**src/rtl/branch_predict_unit.sv**
```systemverilog
// Execute-stage branch resolution with a PC-indexed table of 2-bit saturating
// counters for Fetch prediction, plus saturating branch/mispredict counters.
module branch_predict_unit #(
  parameter int ADDR_WIDTH = 32,
  parameter int BHT_DEPTH  = 64,
  parameter int CNT_W      = 32
) (
  input  logic                  clk,
  input  logic                  rst,
  input  logic [ADDR_WIDTH-1:0] PC_F,
  output logic                  PredTaken_F,
  input  logic                  Valid_E,
  input  logic                  IsBranch_E,
  input  logic [2:0]            Branch_E,
  input  logic [1:0]            Jump_E,
  input  logic                  Zero_E,
  input  logic                  signedLess_E,
  input  logic                  unsignedLess_E,
  input  logic [ADDR_WIDTH-1:0] PC_E,
  input  logic                  PredTaken_E,
  output logic [2:0]            PCSrc_E,
  output logic                  Flush_E,
  output logic [CNT_W-1:0]      BranchCount,
  output logic [CNT_W-1:0]      MispredictCount
);

  localparam int IDX_W = $clog2(BHT_DEPTH);

  localparam logic [2:0] SRC_NONE    = 3'b000;
  localparam logic [2:0] SRC_BRANCH  = 3'b001;
  localparam logic [2:0] SRC_JAL     = 3'b010;
  localparam logic [2:0] SRC_JALR    = 3'b011;
  localparam logic [2:0] SRC_RECOVER = 3'b100;

  logic [1:0]       bht [BHT_DEPTH];
  logic [IDX_W-1:0] idx_f;
  logic [IDX_W-1:0] idx_e;
  logic             taken;
  logic             jump_active;
  logic             do_update;
  logic             unused_pc;

  assign idx_f = PC_F[IDX_W+1:2];
  assign idx_e = PC_E[IDX_W+1:2];
  assign unused_pc = ^{PC_F[ADDR_WIDTH-1:IDX_W+2], PC_F[1:0],
                       PC_E[ADDR_WIDTH-1:IDX_W+2], PC_E[1:0]};

  // Prediction is forced low during reset so stale history never leaks out.
  assign PredTaken_F = rst ? 1'b0 : bht[idx_f][1];

  always_comb begin
    taken = 1'b0;
    case (Branch_E)
      3'b000:  taken = Zero_E;
      3'b001:  taken = ~Zero_E;
      3'b100:  taken = signedLess_E;
      3'b101:  taken = ~signedLess_E;
      3'b110:  taken = unsignedLess_E;
      3'b111:  taken = ~unsignedLess_E;
      default: taken = 1'b0;
    endcase
  end

  // Jump_E of 10 (JAL) and 11 (JALR) both have the upper bit set.
  assign jump_active = Jump_E[1];
  assign do_update   = Valid_E & IsBranch_E & ~jump_active;

  always_comb begin
    PCSrc_E = SRC_NONE;
    if (Valid_E) begin
      if (Jump_E == 2'b10) begin
        PCSrc_E = SRC_JAL;
      end else if (Jump_E == 2'b11) begin
        PCSrc_E = SRC_JALR;
      end else if (IsBranch_E) begin
        if (taken && !PredTaken_E) begin
          PCSrc_E = SRC_BRANCH;
        end else if (!taken && PredTaken_E) begin
          PCSrc_E = SRC_RECOVER;
        end
      end
    end
  end

  assign Flush_E = (PCSrc_E != SRC_NONE);

  always_ff @(posedge clk) begin
    if (rst) begin
      bht             <= '{default: 2'b01};
      BranchCount     <= '0;
      MispredictCount <= '0;
    end else if (do_update) begin
      if (taken && bht[idx_e] != 2'b11) begin
        bht[idx_e] <= bht[idx_e] + 2'd1;
      end else if (!taken && bht[idx_e] != 2'b00) begin
        bht[idx_e] <= bht[idx_e] - 2'd1;
      end
      if (BranchCount != '1) begin
        BranchCount <= BranchCount + CNT_W'(1);
      end
      if ((taken != PredTaken_E) && (MispredictCount != '1)) begin
        MispredictCount <= MispredictCount + CNT_W'(1);
      end
    end
  end

endmodule

```
**config.mk**
```make
export PLATFORM = sky130hd
export DESIGN_NAME = branch_predict_unit
export DESIGN_NICKNAME = d
export VERILOG_FILES = /design/src/rtl/branch_predict_unit.sv
export SDC_FILE = /design/constraint.sdc
export NUM_CORES = 1
export LEC_CHECK = 0
export BUFFER_PORTS_ARGS = -buffer_cell sky130_fd_sc_hd__buf_2
export CORE_MARGIN = 1
export CORE_UTILIZATION = 50
export CTS_BUF_LIST = sky130_fd_sc_hd__clkbuf_16
export DETAILED_ROUTE_END_ITERATION = 10
export GPL_ROUTABILITY_DRIVEN = 1
export GPL_TIMING_DRIVEN = 0
export PLACE_DENSITY_LB_ADDON = 0.25
export SKIP_LAST_GASP = 1
export SLEW_MARGIN = 20
export SYNTH_ARGS = -nofsm -noshare
export SYNTH_HDL_FRONTEND = slang
export SYNTH_SLANG_ARGS = --single-unit
export TNS_END_PERCENT = 50
```
**constraint.sdc**
```tcl
create_clock -name clk -period 3.6 [get_ports clk]
set_clock_uncertainty 0.15 [all_clocks]
set_input_delay 0 -clock clk [delete_from_list [all_inputs] [get_ports clk]]
set_output_delay 0 -clock clk [all_outputs]
set_load 0.05 [all_outputs]
```
# == Word-level counts from Yosys, hierarchy flattened ==
# Index checks and enable logic that the tools add are counted.
# op_classes
eq_ne,11
reduce_logical,15
n_lt_le_gt_ge,3
n_addsub,4
bitwise,8
n_mux,20
# ops
operator,count
$bwmux 128,2
$mux 128,2
$add 32x1->32 const B,2
$ne 32x32->1 const B,2
$bmux 2 s6,2
$mux 3,6
$ge 7x7->1 const B,2
$not 6->7,2
$demux 2 s6,1
$eq 3x3->1 const B,4
$mux 2,5
$lt 7x1->1 const B,1
$logic_and 1x1->1,6
$pmux 1 s6,1
$reduce_and 2->1,3
$eq 2x2->1 const B,2
$not 1->1,4
$reduce_bool 2->1,2
$eq 3x1->1 const B,1
$logic_not 3->1,1
$reduce_bool 3->1,1
$add 2x1->2 const B,1
$and 1x1->1,2
$logic_not 1->1,2
other kinds (4),4
# totals
word_cells,127
input_bits,77
regBits,192

# == Logic depth before layout (Yosys ltp) ==
# Gate-level depths: netlist of the first run.
# logic_depth
word_depth,11
mapped_depth,18
depth_no_buf,11

# == Least setup slack after synthesis of the first run ==
# Ideal clock, no wire load.
# synth_path
path_type,input-to-reg
startpoint,input port PC_E[3]
endpoint,register (tool-made name)
t_required_ns,3.378
setup_slack_ns,0.334
arrival_ns,3.045
stages,16
path_cell_list,buf_6 buf_8 buf_8 mux4_1 mux2_2 nand2_1 o21ai_2 a2111oi_2 ha_1 or4b_1 buf_2 and2_1 buf_2 buf_6 nand3_2 mux2i_1
# synth_lines
item,line_no,source
start: declaration,19,"input logic [ADDR_WIDTH-1:0] PC_E,"

==> results of run 1 <==
==> cell usage after synthesis (all sizes together), types with 24 or more instances <==
master and instances:
a21oi 24, buf 30, clkbuf 46, dfxtp 192, mux2i 106, mux4 24, nand2 86, nand3 93
nor2 120, nor3 25, o21ai 53, xor2 40
==> final timing paths <==
kind | from | end | slack, ns
worst max-delay path | bht[3] | flop | 0.04
worst min-delay path | PC_E[6] | bht[59] | 0.08
worst max register to register | bht[3] | flop | 0.04
worst min register to register | flop | flop | 0.31
==> kinds of logic (layout without fill, tap and decap cells) <==
family,after synthesis,count (layout),synth area share
buffers and inverters,89,208,0.0423
adders and majority gates,6,6,0.00745
muxes,138,138,0.171
AOI/OAI and AO/OA,169,169,0.115
DFF,192,192,0.382
xor gates and xnor gates,54,54,0.0469
and+or+nand+nor,458,458,0.235
==> final cells by class <==
type	count	area, um^2	share of cell area
inverters	13	48.8	0.00421
repair buffers	89	450	0.0389
multi-input cells	825	5870	0.506
well taps	265	332	0.0286
clock buffers	17	425	0.0367
plain buffers	74	445	0.0384
flip-flops and latches	192	3850	0.332
clock inverters	15	173	0.0149
==> power by group through the flow <==
stage,combinational [uW],clock (uW),sequential (uW)
6_report,408,1960,2130
5_1_grt,425,2050,2130
4_1_cts,382,1960,2130
3_5_place_dp,378,0,2180
3_3_place_gp,376,0,2180
2_1_floorplan,240,0,2180
==> what timing repair did <==
item / CTS / global route
setup buffers: 0 / 2
hold buffers: 0 / 0
pin swaps: 0 / 3
cloned: 0 / 0
endpoints found under the setup margin: 116 / 114
resized for setup: 9 / 37
==> worst register-to-register path, stage by stage (launching register included) <==
cell       delay (ns)
dfxtp_2          0.34
mux2i_1          0.15
a2bb2oi_1        0.17
a21oi_1          0.10
a221oi_2         0.28
o211ai_1         0.23
a2111oi_4        0.44
ha_2             0.24
or4b_1           0.45
buf_6            0.16
and2_1           0.17
buf_6            0.16
buf_6            0.17
nand3_2          0.10
mux2i_1          0.20
==> per-layer routing <==
layer / up-vias / GRT usage / share of wire
met1: 4357 / 0.400 / 0.43
met4: 0 / 0.146 / 0.042
met2: 468 / 0.460 / 0.44
met5: - / 0 / 0
met3: 104 / 0.0633 / 0.086
li1: 4263 / - / -
==> stage by stage <==
step | TNS (ns) | total power [uW] | utilization | std cells
floorplan | 0 | 2420 | - | 1106
global placement | -69.09 | 2550 | 0.553 | 1458
detailed placement | -77.40 | 2560 | 0.553 | 1458
CTS | 0 | 4470 | 0.585 | 1488
global route | -0.0173 | 4600 | 0.591 | 1490
finish | 0 | 4500 | 0.591 | 1490
==> impl_results.md, run 1 <==
* Run status: finished clean
* Number of setup violations in the final report at 0
* Drt pass-1 iters at 7
* Initial core utilization at 0.514
* EDFF count, synth at 0
* Routability cong. at 0.968
* NumNets Final at 1,295
* Min-delay worst type: in -> reg
* Critical Path RT at 3.83 ns
* Diodes inserted at 0
* Synthesized instance count at 1,106
* PwrDens at 388 mW/mm^2
* Crit-path leading delay family: compound AO/OA/AOI/OAI gates
* Peak supply drop at 0.331 mV
* Clock Power Share at 0.436
* Net Count, Synth at 1,189
* CTS root buffer: clkbuf_16
* Crit Path Max Fanout at 10
* Die width at 144 um
* Syn Area/Cell at 9.11 um^2
* CTS clk-pin slew, worst paths at 0.07 ns
* Iteration-0 DRC Markers at 869
* Routed vias at 9,192
* Worst-margin pin slew at 1.05 ns
* ANT nets after route at 0
* Yosys warnings at 0
* Ys flop type: dfxtp_1
* Relative slew margins at 0.291
* Sw power at 1260 uW
* Most common cell on crit path: buf_6
* Sequential fraction of the synthesis area at 0.382
* Largest cells by area after synthesis: dfxtp_1 38%, mux2i_1 10%, nor2_1 4.5%
* Largest net degree at the start of global routing at 20
* DRC viols at 0
* Setup slack after placement at -0.892 ns
* Synthesis-to-layout area growth at 15.0%
* Core box area at 0.0196 mm^2
* Pint at 3240 uW
* Synth top area share at 0.382
* First-pass GRT wire length at 47,000 um
* Lkg Pwr at 0.00471 uW
* Total congestion overflow at 0
* Max-cap violations at 0
* Fin crit share at 0.990
* Global router's overall resource usage at 0.300
* CTS H-tree lvls at 4
* Final Max Slew Viols at 0
* Logic gate share of total power at 0.091
* Final hold vios at 0
* I/O pin cnt at 146
* Chip height at 144 um
* # clock sinks at 192
* Routed wire length at 30,100 um
* Number of global-route vias before repair at 8,651
* Worst Path Arrival at 3.80 ns
* Hold Path Depth at 4
* Total stage count of the critical path at 14
* Num rows at 51
* Placed Area at 0.0108 mm^2
* Critical path class: reg -> reg
* Antenna violations before repair at 0
* Final Instance Area at 0.0116 mm^2
* Post-synth cell types at 77
* Most common cell after layout, fill and taps aside: dfxtp_1
* Worst path max stage delay at 0.45 ns
* Crit. End Element: flop
* Port Buffers at 87
* Type of origin of the critical path: flop
* Synthesized area at 0.0101 mm^2
* CTS Buffer Depth at 2
* Yosys reg bits at 192
* Max Fclk at 281 MHz
* TritonCTS clock tree: done
* Sequential fraction of design power at 0.473
* Post-DR wirelength/cell at 20.2 um
* Setup WS post-layout at 0.0367 ns
* Worst-skew pair later-pin latency at 0.46 ns
* Fill cells at 1,758
* Die area at 0.0207 mm^2
* Vias per cell at 6.17
* R2R depth at 14
* Highest-count cells in the layout ignoring fill and taps: 190 x dfxtp_1, 120 x nor2_1, 105 x mux2i_1
* Ys async rst share at 0
* Hpwl dp at 21,500 um
* Fraction of layout cells with a size suffix above 1 at 0.176
* Final Critical Period at 3.56 ns
* Area leader, netlist: dfxtp_1
* CP cell instances: mux2i_1 > a2bb2oi_1 > a21oi_1 > a221oi_2 > o211ai_1 > a2111oi_4 > ha_2 > or4b_1 > buf_6 > and2_1 > buf_6 > buf_6 > nand3_2 > mux2i_1
* Critical path buffers and inverters at 3
* Hold WS at 0.0782 ns
* Sw Share at 0.281
* RSZ-0062 raised after global routing: yes
* Num CTS Buffers at 17
* Slowest CP cell: or4b_1
(Power assumes the default switching activity.)
==> inputs of run 2 (changes only) <==
- clock period: 3.6 -> 4.4 ns (I/O delays scaled with it)
==> run 2 against run 1 <==
  * Cell count unchanged
  * Register-to-register slack better by 0.36 ns
  * Non-clock buffer count unchanged
  * Combinational power down 22%
  * Cell area down 1.3%
  * Sequential share of layout area up 0.41 points
  * Highest routed layer unchanged
==> impl_results.md, run 2 (synthesized netlist as in run 1, its figures left out) <==
* Crit Path Max Fanout at 10 (unchanged)
* Iteration-0 DRC Markers at 852 (-2.0%)
* Peak supply drop at 0.250 mV (-24%)
* Die area at 0.0207 mm^2 (unchanged)
* Hold_buf cts at 0 (unchanged)
* Num rows at 51 (unchanged)
* GRT Max-Usage Layer: met2
* Type of origin of the critical path: primary input
* CTS clk-pin slew, worst paths at 0.07 ns (about the same)
* Min-delay worst type: in -> reg
* Critical path class: in -> reg
* Final hold vios at 0 (unchanged)
* CTS H-tree lvls at 4 (unchanged)
* Reg2reg start: bht[3]
* RSZ-0062 raised after global routing: no
* TritonCTS clock tree: done
* Fin crit share at 0.969
* GRT met2 Usage at 0.456 (-0.00356)
* Number of global-route vias before repair at 8,576 (-0.87%)
* Met3 GRT Util at 0.0586 (-0.00467)
* Diodes inserted at 0 (unchanged)
* Fill cells at 1,778 (+1.1%)
* Initial core utilization at 0.514 (unchanged)
* R2R Setup Slk at 0.40 ns (+0.36 ns)
* Most common cell on crit path: buf_2
* Final Critical Period at 4.26 ns
* Relative slew margins at 0.319 (+0.0272)
* # clock sinks at 192 (unchanged)
* Placed cell count at 1,458 (unchanged)
* Highest-count cells in the layout ignoring fill and taps: 192 x dfxtp_1, 120 x nor2_1, 105 x mux2i_1
* Antenna violations before repair at 0 (unchanged)
* Critical path buffers and inverters at 6 (+3)
* CTS root buffer: clkbuf_16
* Grt met1 use at 0.402 (+0.00231)
* Number of setup violations in the final report at 0 (unchanged)
* Final Max Slew Viols at 0 (unchanged)
* Worst-margin pin slew at 1.01 ns (-0.0421 ns)
* Worst-skew pair later-pin latency at 0.45 ns (about the same)
* Num CTS Buffers at 17 (unchanged)
* Post-DR wirelength/cell at 20.1 um (-0.24%)
* NumNets Final at 1,295 (unchanged)
* Worst hold endpoint: bht[59]
* Lkg Pwr at 0.00465 uW (-1.3%)
* Port Buffers at 87 (unchanged)
* Hpwl dp at 21,500 um (unchanged)
* Global router's overall resource usage at 0.300 (about the same)
* Hold Path Depth at 4 (unchanged)
* Fraction of layout cells with a size suffix above 1 at 0.162 (-0.0139)
* Core box area at 0.0196 mm^2 (unchanged)
* R2R depth at 12 (-2)
* Most common cell after layout, fill and taps aside: dfxtp_1
* Run status: finished clean
* Crit. End Element: flop
* Worst r2r dst: bht[7]
* PwrDens at 321 mW/mm^2 (-17%)
* Total congestion overflow at 0 (unchanged)
* Setup WS post-layout at 0.139 ns (+0.102 ns)
* Chip height at 144 um (unchanged)
* Crit-path leading delay family: buffers and inverters
* Die width at 144 um (unchanged)
* Worst path max stage delay at 0.61 ns (+0.16 ns)
* Hold Path Origin: PC_E[6]
* Setup slack after placement at -0.0923 ns (+0.800 ns)
* Non-Filler Instances at 1,490 (unchanged)
* Resized Gates After CTS at 0 (-9)
* Routability cong. at 0.968 (unchanged)
* Synthesis-to-layout area growth at 13.5%
* Max-cap violations at 0 (unchanged)
* Critical Path RT at 4.55 ns (+0.72 ns)
* ANT nets after route at 0 (unchanged)
* DRC viols at 0 (unchanged)
* Post-CTS Setup Bufs at 0 (unchanged)
* CTS Buffer Depth at 2 (unchanged)
* Max Fclk at 235 MHz
* Slowest CP cell: clkbuf_1
* Drt pass-1 iters at 9 (+2)
* First-pass GRT wire length at 47,000 um (-0.15%)
* Vias per cell at 6.16 (-0.13%)
* Worst Path Arrival at 4.41 ns (+0.61 ns)
* CP cell instances: buf_2 > buf_2 > buf_4 > buf_2 > mux2i_1 > a2bb2oi_1 > a21oi_1 > a221oi_1 > o211ai_1 > a2111o_1 > ha_1 > nor3_1 > or3b_1 > clkbuf_1 > clkbuf_1 > mux2i_1
* I/O pin cnt at 146 (unchanged)
* Largest net degree at the start of global routing at 20 (unchanged)
* Routed vias at 9,180 (-0.13%)
* Routed wire length at 30,000 um (-0.24%)
-- run 2: cell count changes in the layout (fill, tap and decap cells not counted), moves of 3 or more --
cell,previous run,this run
buf_2,94,101
clkbuf_1,39,46
clkbuf_2,6,0
buf_12,4,0
buf_6,6,3
nor3_1,20,23
nor3_2,5,2
-- run 2: cell type report --
class / count / area [um^2] / area share
Buffer: 76 / 378 / 0.0330
Clock buffer: 17 / 425 / 0.0372
Clock inverter: 15 / 173 / 0.0151
Inverter: 13 / 48.8 / 0.00427
Multi-Input combinational cell: 825 / 5800 / 0.507
Sequential cell: 192 / 3840 / 0.336
Tap cell: 265 / 332 / 0.0290
Timing Repair Buffer: 87 / 435 / 0.0381
-- run 2: tightest hold or removal path: stages --
cell and delay [ns]:
buf_2 0.21, nor4_1 0.17, nand3_1 0.17, mux2i_1 0.08
-- run 2: through the flow --
step / instance area [um^2] / setup TNS [ns] / total power (uW) / util / hold slack (ns)
2_1_floorplan: 10100 / 0 / 1980 / - / 0.146
3_3_place_gp: 10800 / 0 / 2090 / 0.553 / 0.286
3_5_place_dp: 10800 / -0.764 / 2090 / 0.553 / 0.297
4_1_cts: 11400 / 0 / 3660 / 0.584 / 0.0356
5_1_grt: 11400 / 0 / 3750 / 0.584 / 0.110
6_report: 11400 / 0 / 3670 / 0.584 / 0.0886
-- run 2: per-layer routing --
metal | share of wire | up-vias
met1 | 0.43 | 4334
met5 | 0 | -
met4 | 0.041 | 0
met2 | 0.44 | 486
li1 | - | 4262
met3 | 0.094 | 98
-- run 2: worst max path at each step --
stage,start,slack (ns),depth (start not counted),end
after floorplan,PC_E[3],1.13,16,flop
after global placement,PC_E[4],0.03,16,bht[91]
after detailed placement,PC_E[4],-0.09,16,bht[91]
after CTS,PC_E[4],0.32,16,bht[91]
after global routing,PC_E[4],0.1,16,bht[91]
final,PC_E[4],0.14,16,bht[7]
-- run 2: power breakdown --
part           internal (uW)  switching, uW
Clock                    814            793
Combinational           86.3            232
Sequential              1740           3.15
Total                   2640           1030
